## src/rtl/rv_multicycle_core.sv

```systemverilog
// Multi-cycle reduced RV32I core: FETCH/DECODE/EXECUTE/MEM/WRITEBACK sequencer
// sharing one req/ready memory port for instruction and data traffic.
module rv_multicycle_core #(
  parameter int unsigned            DATA_WIDTH = 32,
  parameter int unsigned            ADDR_WIDTH = 32,
  parameter logic [ADDR_WIDTH-1:0]  RESET_PC   = '0,
  parameter int unsigned            NUM_REGS   = 32
) (
  input  logic                  clk,
  input  logic                  rst,
  output logic                  mem_req,
  output logic                  mem_we,
  output logic [ADDR_WIDTH-1:0] mem_addr,
  output logic [DATA_WIDTH-1:0] mem_wdata,
  input  logic [DATA_WIDTH-1:0] mem_rdata,
  input  logic                  mem_ready,
  output logic [DATA_WIDTH-1:0] a0,
  output logic                  halted,
  output logic                  illegal
);

  if (DATA_WIDTH != 32) begin : g_bad_data_width
    $error("rv_multicycle_core: DATA_WIDTH must be 32");
  end
  if (NUM_REGS != 16 && NUM_REGS != 32) begin : g_bad_num_regs
    $error("rv_multicycle_core: NUM_REGS must be 16 or 32");
  end

  localparam int unsigned RW = (NUM_REGS == 16) ? 4 : 5;

  typedef enum logic [2:0] {
    S_FETCH, S_DECODE, S_EXECUTE, S_MEM, S_WRITEBACK, S_HALT
  } state_t;

  typedef enum logic [3:0] {
    OP_ADD, OP_SUB, OP_ADDI, OP_LUI, OP_BEQ, OP_BNE, OP_LW, OP_SW, OP_EBREAK, OP_ILL
  } op_t;

  state_t                  state, state_nx;
  logic                    illegal_q, illegal_nx;
  logic [31:0]             ir;
  logic [ADDR_WIDTH-1:0]   pc;
  logic [DATA_WIDTH-1:0]   opa, opb, res;
  logic [DATA_WIDTH-1:0]   regs [NUM_REGS];

  op_t                     op;
  logic [DATA_WIDTH-1:0]   imm, alu, sum;
  logic                    use_rs1, use_rs2, use_rd, regs_ok;
  logic [RW-1:0]           rs1, rs2, rd;
  logic                    is_branch, taken, mem_misaligned, br_misaligned;
  logic [ADDR_WIDTH-1:0]   br_target, pc_plus4, maddr;

  function automatic logic idx_bad(input logic [4:0] idx);
    return 32'(idx) >= NUM_REGS;
  endfunction

  assign rs1 = ir[15 +: RW];
  assign rs2 = ir[20 +: RW];
  assign rd  = ir[7 +: RW];

  always_comb begin
    op      = OP_ILL;
    imm     = '0;
    use_rs1 = 1'b0;
    use_rs2 = 1'b0;
    use_rd  = 1'b0;
    case (ir[6:0])
      7'b0110011: begin
        use_rs1 = 1'b1; use_rs2 = 1'b1; use_rd = 1'b1;
        if (ir[14:12] == 3'd0 && ir[31:25] == 7'h00)      op = OP_ADD;
        else if (ir[14:12] == 3'd0 && ir[31:25] == 7'h20) op = OP_SUB;
      end
      7'b0010011: begin
        use_rs1 = 1'b1; use_rd = 1'b1;
        imm = {{20{ir[31]}}, ir[31:20]};
        if (ir[14:12] == 3'd0) op = OP_ADDI;
      end
      7'b0110111: begin
        use_rd = 1'b1;
        imm = {ir[31:12], 12'h000};
        op  = OP_LUI;
      end
      7'b1100011: begin
        use_rs1 = 1'b1; use_rs2 = 1'b1;
        imm = {{19{ir[31]}}, ir[31], ir[7], ir[30:25], ir[11:8], 1'b0};
        if (ir[14:12] == 3'd0)      op = OP_BEQ;
        else if (ir[14:12] == 3'd1) op = OP_BNE;
      end
      7'b0000011: begin
        use_rs1 = 1'b1; use_rd = 1'b1;
        imm = {{20{ir[31]}}, ir[31:20]};
        if (ir[14:12] == 3'd2) op = OP_LW;
      end
      7'b0100011: begin
        use_rs1 = 1'b1; use_rs2 = 1'b1;
        imm = {{20{ir[31]}}, ir[31:25], ir[11:7]};
        if (ir[14:12] == 3'd2) op = OP_SW;
      end
      7'b1110011: begin
        if (ir == 32'h0010_0073) op = OP_EBREAK;
      end
      default: ;
    endcase
  end

  assign regs_ok = !((use_rs1 && idx_bad(ir[19:15])) ||
                     (use_rs2 && idx_bad(ir[24:20])) ||
                     (use_rd  && idx_bad(ir[11:7])));

  assign sum = opa + imm;

  always_comb begin
    alu = sum;
    case (op)
      OP_ADD:  alu = opa + opb;
      OP_SUB:  alu = opa - opb;
      OP_LUI:  alu = imm;
      default: alu = sum;
    endcase
  end

  assign is_branch      = (op == OP_BEQ) || (op == OP_BNE);
  assign taken          = (op == OP_BEQ) ? (opa == opb) : (opa != opb);
  assign br_target      = pc + ADDR_WIDTH'($signed(imm));
  assign br_misaligned  = br_target[1:0] != 2'b00;
  assign mem_misaligned = sum[1:0] != 2'b00;
  assign pc_plus4       = pc + ADDR_WIDTH'(4);
  assign maddr          = ADDR_WIDTH'(res);

  always_comb begin
    state_nx   = state;
    illegal_nx = illegal_q;
    case (state)
      S_FETCH: if (mem_ready) state_nx = S_DECODE;
      S_DECODE: begin
        if (op == OP_ILL || !regs_ok) begin
          state_nx   = S_HALT;
          illegal_nx = 1'b1;
        end else if (op == OP_EBREAK) begin
          state_nx = S_HALT;
        end else begin
          state_nx = S_EXECUTE;
        end
      end
      S_EXECUTE: begin
        if (is_branch) begin
          if (taken && br_misaligned) begin
            state_nx   = S_HALT;
            illegal_nx = 1'b1;
          end else begin
            state_nx = S_FETCH;
          end
        end else if (op == OP_LW || op == OP_SW) begin
          if (mem_misaligned) begin
            state_nx   = S_HALT;
            illegal_nx = 1'b1;
          end else begin
            state_nx = S_MEM;
          end
        end else begin
          state_nx = S_WRITEBACK;
        end
      end
      S_MEM:       if (mem_ready) state_nx = (op == OP_LW) ? S_WRITEBACK : S_FETCH;
      S_WRITEBACK: state_nx = S_FETCH;
      S_HALT:      state_nx = S_HALT;
      default:     state_nx = S_FETCH;
    endcase
  end

  always_ff @(posedge clk or posedge rst) begin
    if (rst) begin
      state     <= S_FETCH;
      illegal_q <= 1'b0;
    end else begin
      state     <= state_nx;
      illegal_q <= illegal_nx;
    end
  end

  always_ff @(posedge clk or posedge rst) begin
    if (rst) begin
      pc  <= RESET_PC;
      ir  <= '0;
      opa <= '0;
      opb <= '0;
      res <= '0;
      for (int unsigned i = 0; i < NUM_REGS; i++) regs[i] <= '0;
    end else begin
      case (state)
        S_FETCH:  if (mem_ready) ir <= mem_rdata;
        S_DECODE: begin
          opa <= regs[rs1];
          opb <= regs[rs2];
        end
        S_EXECUTE: begin
          res <= alu;
          // a misaligned taken branch halts with the PC left on the branch
          if (is_branch && state_nx == S_FETCH) pc <= taken ? br_target : pc_plus4;
        end
        S_MEM: begin
          if (mem_ready) begin
            if (op == OP_LW) res <= mem_rdata;
            else             pc  <= pc_plus4;
          end
        end
        S_WRITEBACK: begin
          if (rd != '0) regs[rd] <= res;
          pc <= pc_plus4;
        end
        default: ;
      endcase
    end
  end

  // Bus outputs are gated by rst so they fall without waiting for a clock edge.
  assign mem_req   = !rst && (state == S_FETCH || state == S_MEM);
  assign mem_we    = !rst && (state == S_MEM) && (op == OP_SW);
  assign mem_addr  = rst ? '0 : (state == S_FETCH) ? pc : (state == S_MEM) ? maddr : '0;
  assign mem_wdata = mem_we ? opb : '0;
  assign halted    = (state == S_HALT);
  assign illegal   = illegal_q;
  assign a0        = regs[10];

endmodule

```

## config.mk

```make
export PLATFORM = sky130hd
export DESIGN_NAME = rv_multicycle_core
export DESIGN_NICKNAME = d
export VERILOG_FILES = /design/src/rtl/rv_multicycle_core.sv
export SDC_FILE = /design/constraint.sdc
export NUM_CORES = 2
export LEC_CHECK = 0
export ABC_AREA = 0
export CAP_MARGIN = 20
export CORE_MARGIN = 2
export CORE_UTILIZATION = 45
export CTS_BUF_LIST = sky130_fd_sc_hd__clkbuf_4 sky130_fd_sc_hd__clkbuf_8
export DETAILED_ROUTE_END_ITERATION = 7
export PLACE_DENSITY = 0.72
export SKIP_LAST_GASP = 1
export SLEW_MARGIN = 20
export SYNTH_ARGS = -nofsm -noshare
export SYNTH_HDL_FRONTEND = slang
export SYNTH_SLANG_ARGS = --single-unit
```

## constraint.sdc

```tcl
create_clock -name clk -period 41.7 [get_ports clk]
set_input_delay 4.17 -clock clk [delete_from_list [all_inputs] [get_ports clk]]
set_output_delay 4.17 -clock clk [all_outputs]
set_load 0.05 [all_outputs]
```

==> impl_metrics.ini <==
[global_route]
track_usage = 0.275
first_global_vias = 48100
grt_max_degree = 180
grt_overflow_total = 0
grt_first_pass_wirelength_um = 320000
antenna_found_initial = 5

[outcome]
status = finished clean

[detailed_routing]
vias = 47900
ant_nets = 0
first_iter_violations = 5356
drc_errors = 0
wire_per_inst_um = 29.6
wl_um = 216000
viasPerCell = 6.58
drt_first_pass_iters = 6

[sta]
timing.fmax_ghz = 0.0906
tns_ps = 0
setup_ws_ps = 30670
hold_viol_final = 0
worst_pin_slew_ps = 1120
setup-violations-final = 0
slew_violations = 0
rsz0062_at_grt = false
period_minus_slack_ps = 11030
max_slew_margin = 0.244
skew_ps = 46.1
period_share = 0.265

[floorplan]
initial_core_util = 0.454
core_area_mm2 = 0.152
die_area_mm2 = 0.157
die_h_um = 396
fp-row-count = 143
die_w_um = 396
io_pins = 135

[clocking]
clockBufferDepth = 3
cts_hold_buf = 0
cts.clk_slew.worst_paths_ps = 60
cts_tree = built
clkLatencyLatePin_ps = 930
cts_root_buf = clkbuf_8
cts.sinks = 1188
post-cts-setup-buffer-count = 0
cts_made_buffers = 189
htree_levels = 4
cts_repair_resize_count = 0

[finish]
final_util = 0.500
fin_area_mm2 = 0.0761
nets = 5270
multi_input_area_mm2 = 0.0371
n_fill_cell = 12900
seq_area_mm2 = 0.0298
area_delta_synth_final_pct = 10.1
drive_above_1_share = 0.413
layout.cells.non_filler = 7282

[synth]
syn_area_per_cell_um2 = 13.2
synth_ff_type = dfrtp_1
synth_edf_count = 0
synth.distinct_cells = 84
yosysSeqAreaShare = 0.430
syn_area_mm2 = 0.0691
yosys_warnings = 0
netlist_instances = 5217
ys_ff_latch = 1188
syn-num-nets = 5381
synthArstFlopShare = 1.00

[power]
p_seq_frac = 0.344
p_leak_nw = 33.8
internal_power_mw = 3.43
combPwrFrac = 0.464
vdd_drop_max_v = 0.0000539
p_switching_mw = 2.39
switching_share = 0.411
p_clk_frac = 0.192
powerDensity_mw_per_mm2 = 76.4

[place]
dp_hpwl_um = 130000
gp_congestion = 0.951
io_buffers = 134
place_inst = 6945
dp_slack_ps = 30460
placed_cell_area_mm2 = 0.0719

[setup_path]
arrival_ps = 6860
cp-start-kind = input pin
critPathMaxFanout = 92
end_kind = primary output
critPathRequiredTime_ps = 37530
critPathKind = in -> out

[min_path]
hp-class = reg -> reg

[run]
drv_cap = 0
cell usage in the layout (no fill, tap or decap), types with 18 or more instances in the layout:
cell | synthesis | layout
or3_1 | 27 | 25
dfrtp_1 | 1188 | 1165
xnor2_1 | 56 | 56
clkinv_2 | 0 | 18
nand2_1 | 282 | 259
a31oi_1 | 22 | 22
mux2_2 | 1001 | 1001
nor3_1 | 54 | 49
clkdlybuf4s50_1 | 0 | 134
nand4_1 | 27 | 27
nand3_1 | 50 | 50
a21oi_1 | 275 | 275
clkbuf_4 | 0 | 58
nand2b_1 | 20 | 20
inv_1 | 80 | 79
and2_1 | 47 | 47
clkbuf_8 | 0 | 237
nor2_1 | 176 | 175
xor2_1 | 25 | 25
o21ai_0 | 145 | 145
ha_1 | 125 | 125
buf_4 | 34 | 90
mux2i_1 | 74 | 74
nor2b_1 | 28 | 22
mux4_2 | 640 | 640
a21o_1 | 36 | 36
area by class of cell:
class,instances,share of cell area
multi-input cells,3414,0.487
flip-flops and latches,1188,0.391
clock buffers,295,0.0486
well taps,2030,0.0334
repair buffers,233,0.0284
clock inverters,41,0.00703
inverters,80,0.00404
diodes,1,0.0000329
path summary, 6_finish.rpt:
check	start	endpoint	slack, ps	cells after the start
max in group asynchronous	rst	opa[2]$_DFFE_PP0N_	34480	5
worst min-delay path	regs[1014]$_DFFE_PP0P_	regs[1014]$_DFFE_PP0P_	400	0
worst min register to register	regs[1014]$_DFFE_PP0P_	regs[1014]$_DFFE_PP0P_	400	0
worst max register to register	ir[2]$_DFFE_PP0P_	maddr[31]$_DFFE_PP0P_	36200	16
worst max-delay path	rst	mem_addr[28]	30670	5
min in group asynchronous	rst	pc[8]$_DFFE_PP0P_	3910	2
power groups by stage:
stage          clock network, mW  registers, mW  logic [mW]
3_5_place_dp                   0           2.00        2.66
5_1_grt                     1.18           2.05        2.87
3_3_place_gp                   0           1.97        2.62
6_report                    1.12           2.00        2.70
4_1_cts                     1.13           1.98        2.67
2_1_floorplan                  0           1.74        2.14
synth_stat cells, types with 13 or more instances:
cell | n | area, um^2
dfrtp_1 | 1188 | 29700
mux2_2 | 1001 | 11300
mux4_2 | 640 | 14400
clkbuf_1 | 350 | 1310
nand2_1 | 282 | 1060
a21oi_1 | 275 | 1380
nor2_1 | 176 | 661
o21ai_0 | 145 | 726
ha_1 | 125 | 1560
buf_1 | 120 | 450
inv_1 | 80 | 300
mux2i_1 | 74 | 741
xnor2_1 | 56 | 490
nor3_1 | 54 | 270
nand3_1 | 50 | 250
and2_1 | 47 | 294
a21o_1 | 36 | 270
buf_4 | 34 | 255
nor2b_1 | 28 | 175
nand4_1 | 27 | 169
or3_1 | 27 | 169
buf_2 | 26 | 130
xor2_1 | 25 | 219
a31oi_1 | 22 | 138
nand2b_1 | 20 | 125
a211oi_1 | 18 | 135
o21a_1 | 15 | 113
o21bai_1 | 15 | 113
and3_1 | 14 | 87.6
nor4_1 | 14 | 87.6
o211ai_1 | 14 | 105
nor3b_1 | 13 | 97.6
o21ai_1 | 13 | 65.1
o31ai_1 | 13 | 97.6
registers in the layout (all words and copies together), names as in the netlist:
signal and flops:
a0 32, illegal 1, ir 32, maddr 32
opa 32, opb 32, pc 32, regs 992
state 3
routing by layer:
metal  up-vias  global-route usage  share of wire
li1      19600                   -              -
met1     25200               0.384           0.40
met2      2496               0.409           0.45
met3       589              0.0567          0.096
met4         4               0.139          0.056
met5         -                   0        0.00010
critical path: stages:
cell and delay, ps:
clkdlybuf4s50_1 580, inv_8 580, o21ai_4 400, a21oi_1 270
clkdlybuf4s50_1 840
logic make-up after synthesis:
| logic type | after synthesis | synth area share |
|---|---|---|
| AND/OR/NAND/NOR | 799 | 0.0559 |
| flip-flops | 1188 | 0.430 |
| buffers and inverters | 615 | 0.0363 |
| multiplexers | 1715 | 0.382 |
| XOR/XNOR | 81 | 0.0103 |
| adder cells (fa/ha/maj) | 129 | 0.0238 |
| AO/OA/AOI/OAI | 690 | 0.0613 |
through the flow:
| stage | hold WS, ps | total power, mW |
|---|---|---|
| final | 396 | 5.82 |
| after global routing | 412 | 6.10 |
| after CTS | 398 | 5.79 |
| after detailed placement | 383 | 4.67 |
| after global placement | 376 | 4.59 |
| after floorplan | 441 | 3.87 |
No activity file was read; power rests on OpenSTA's default activity.
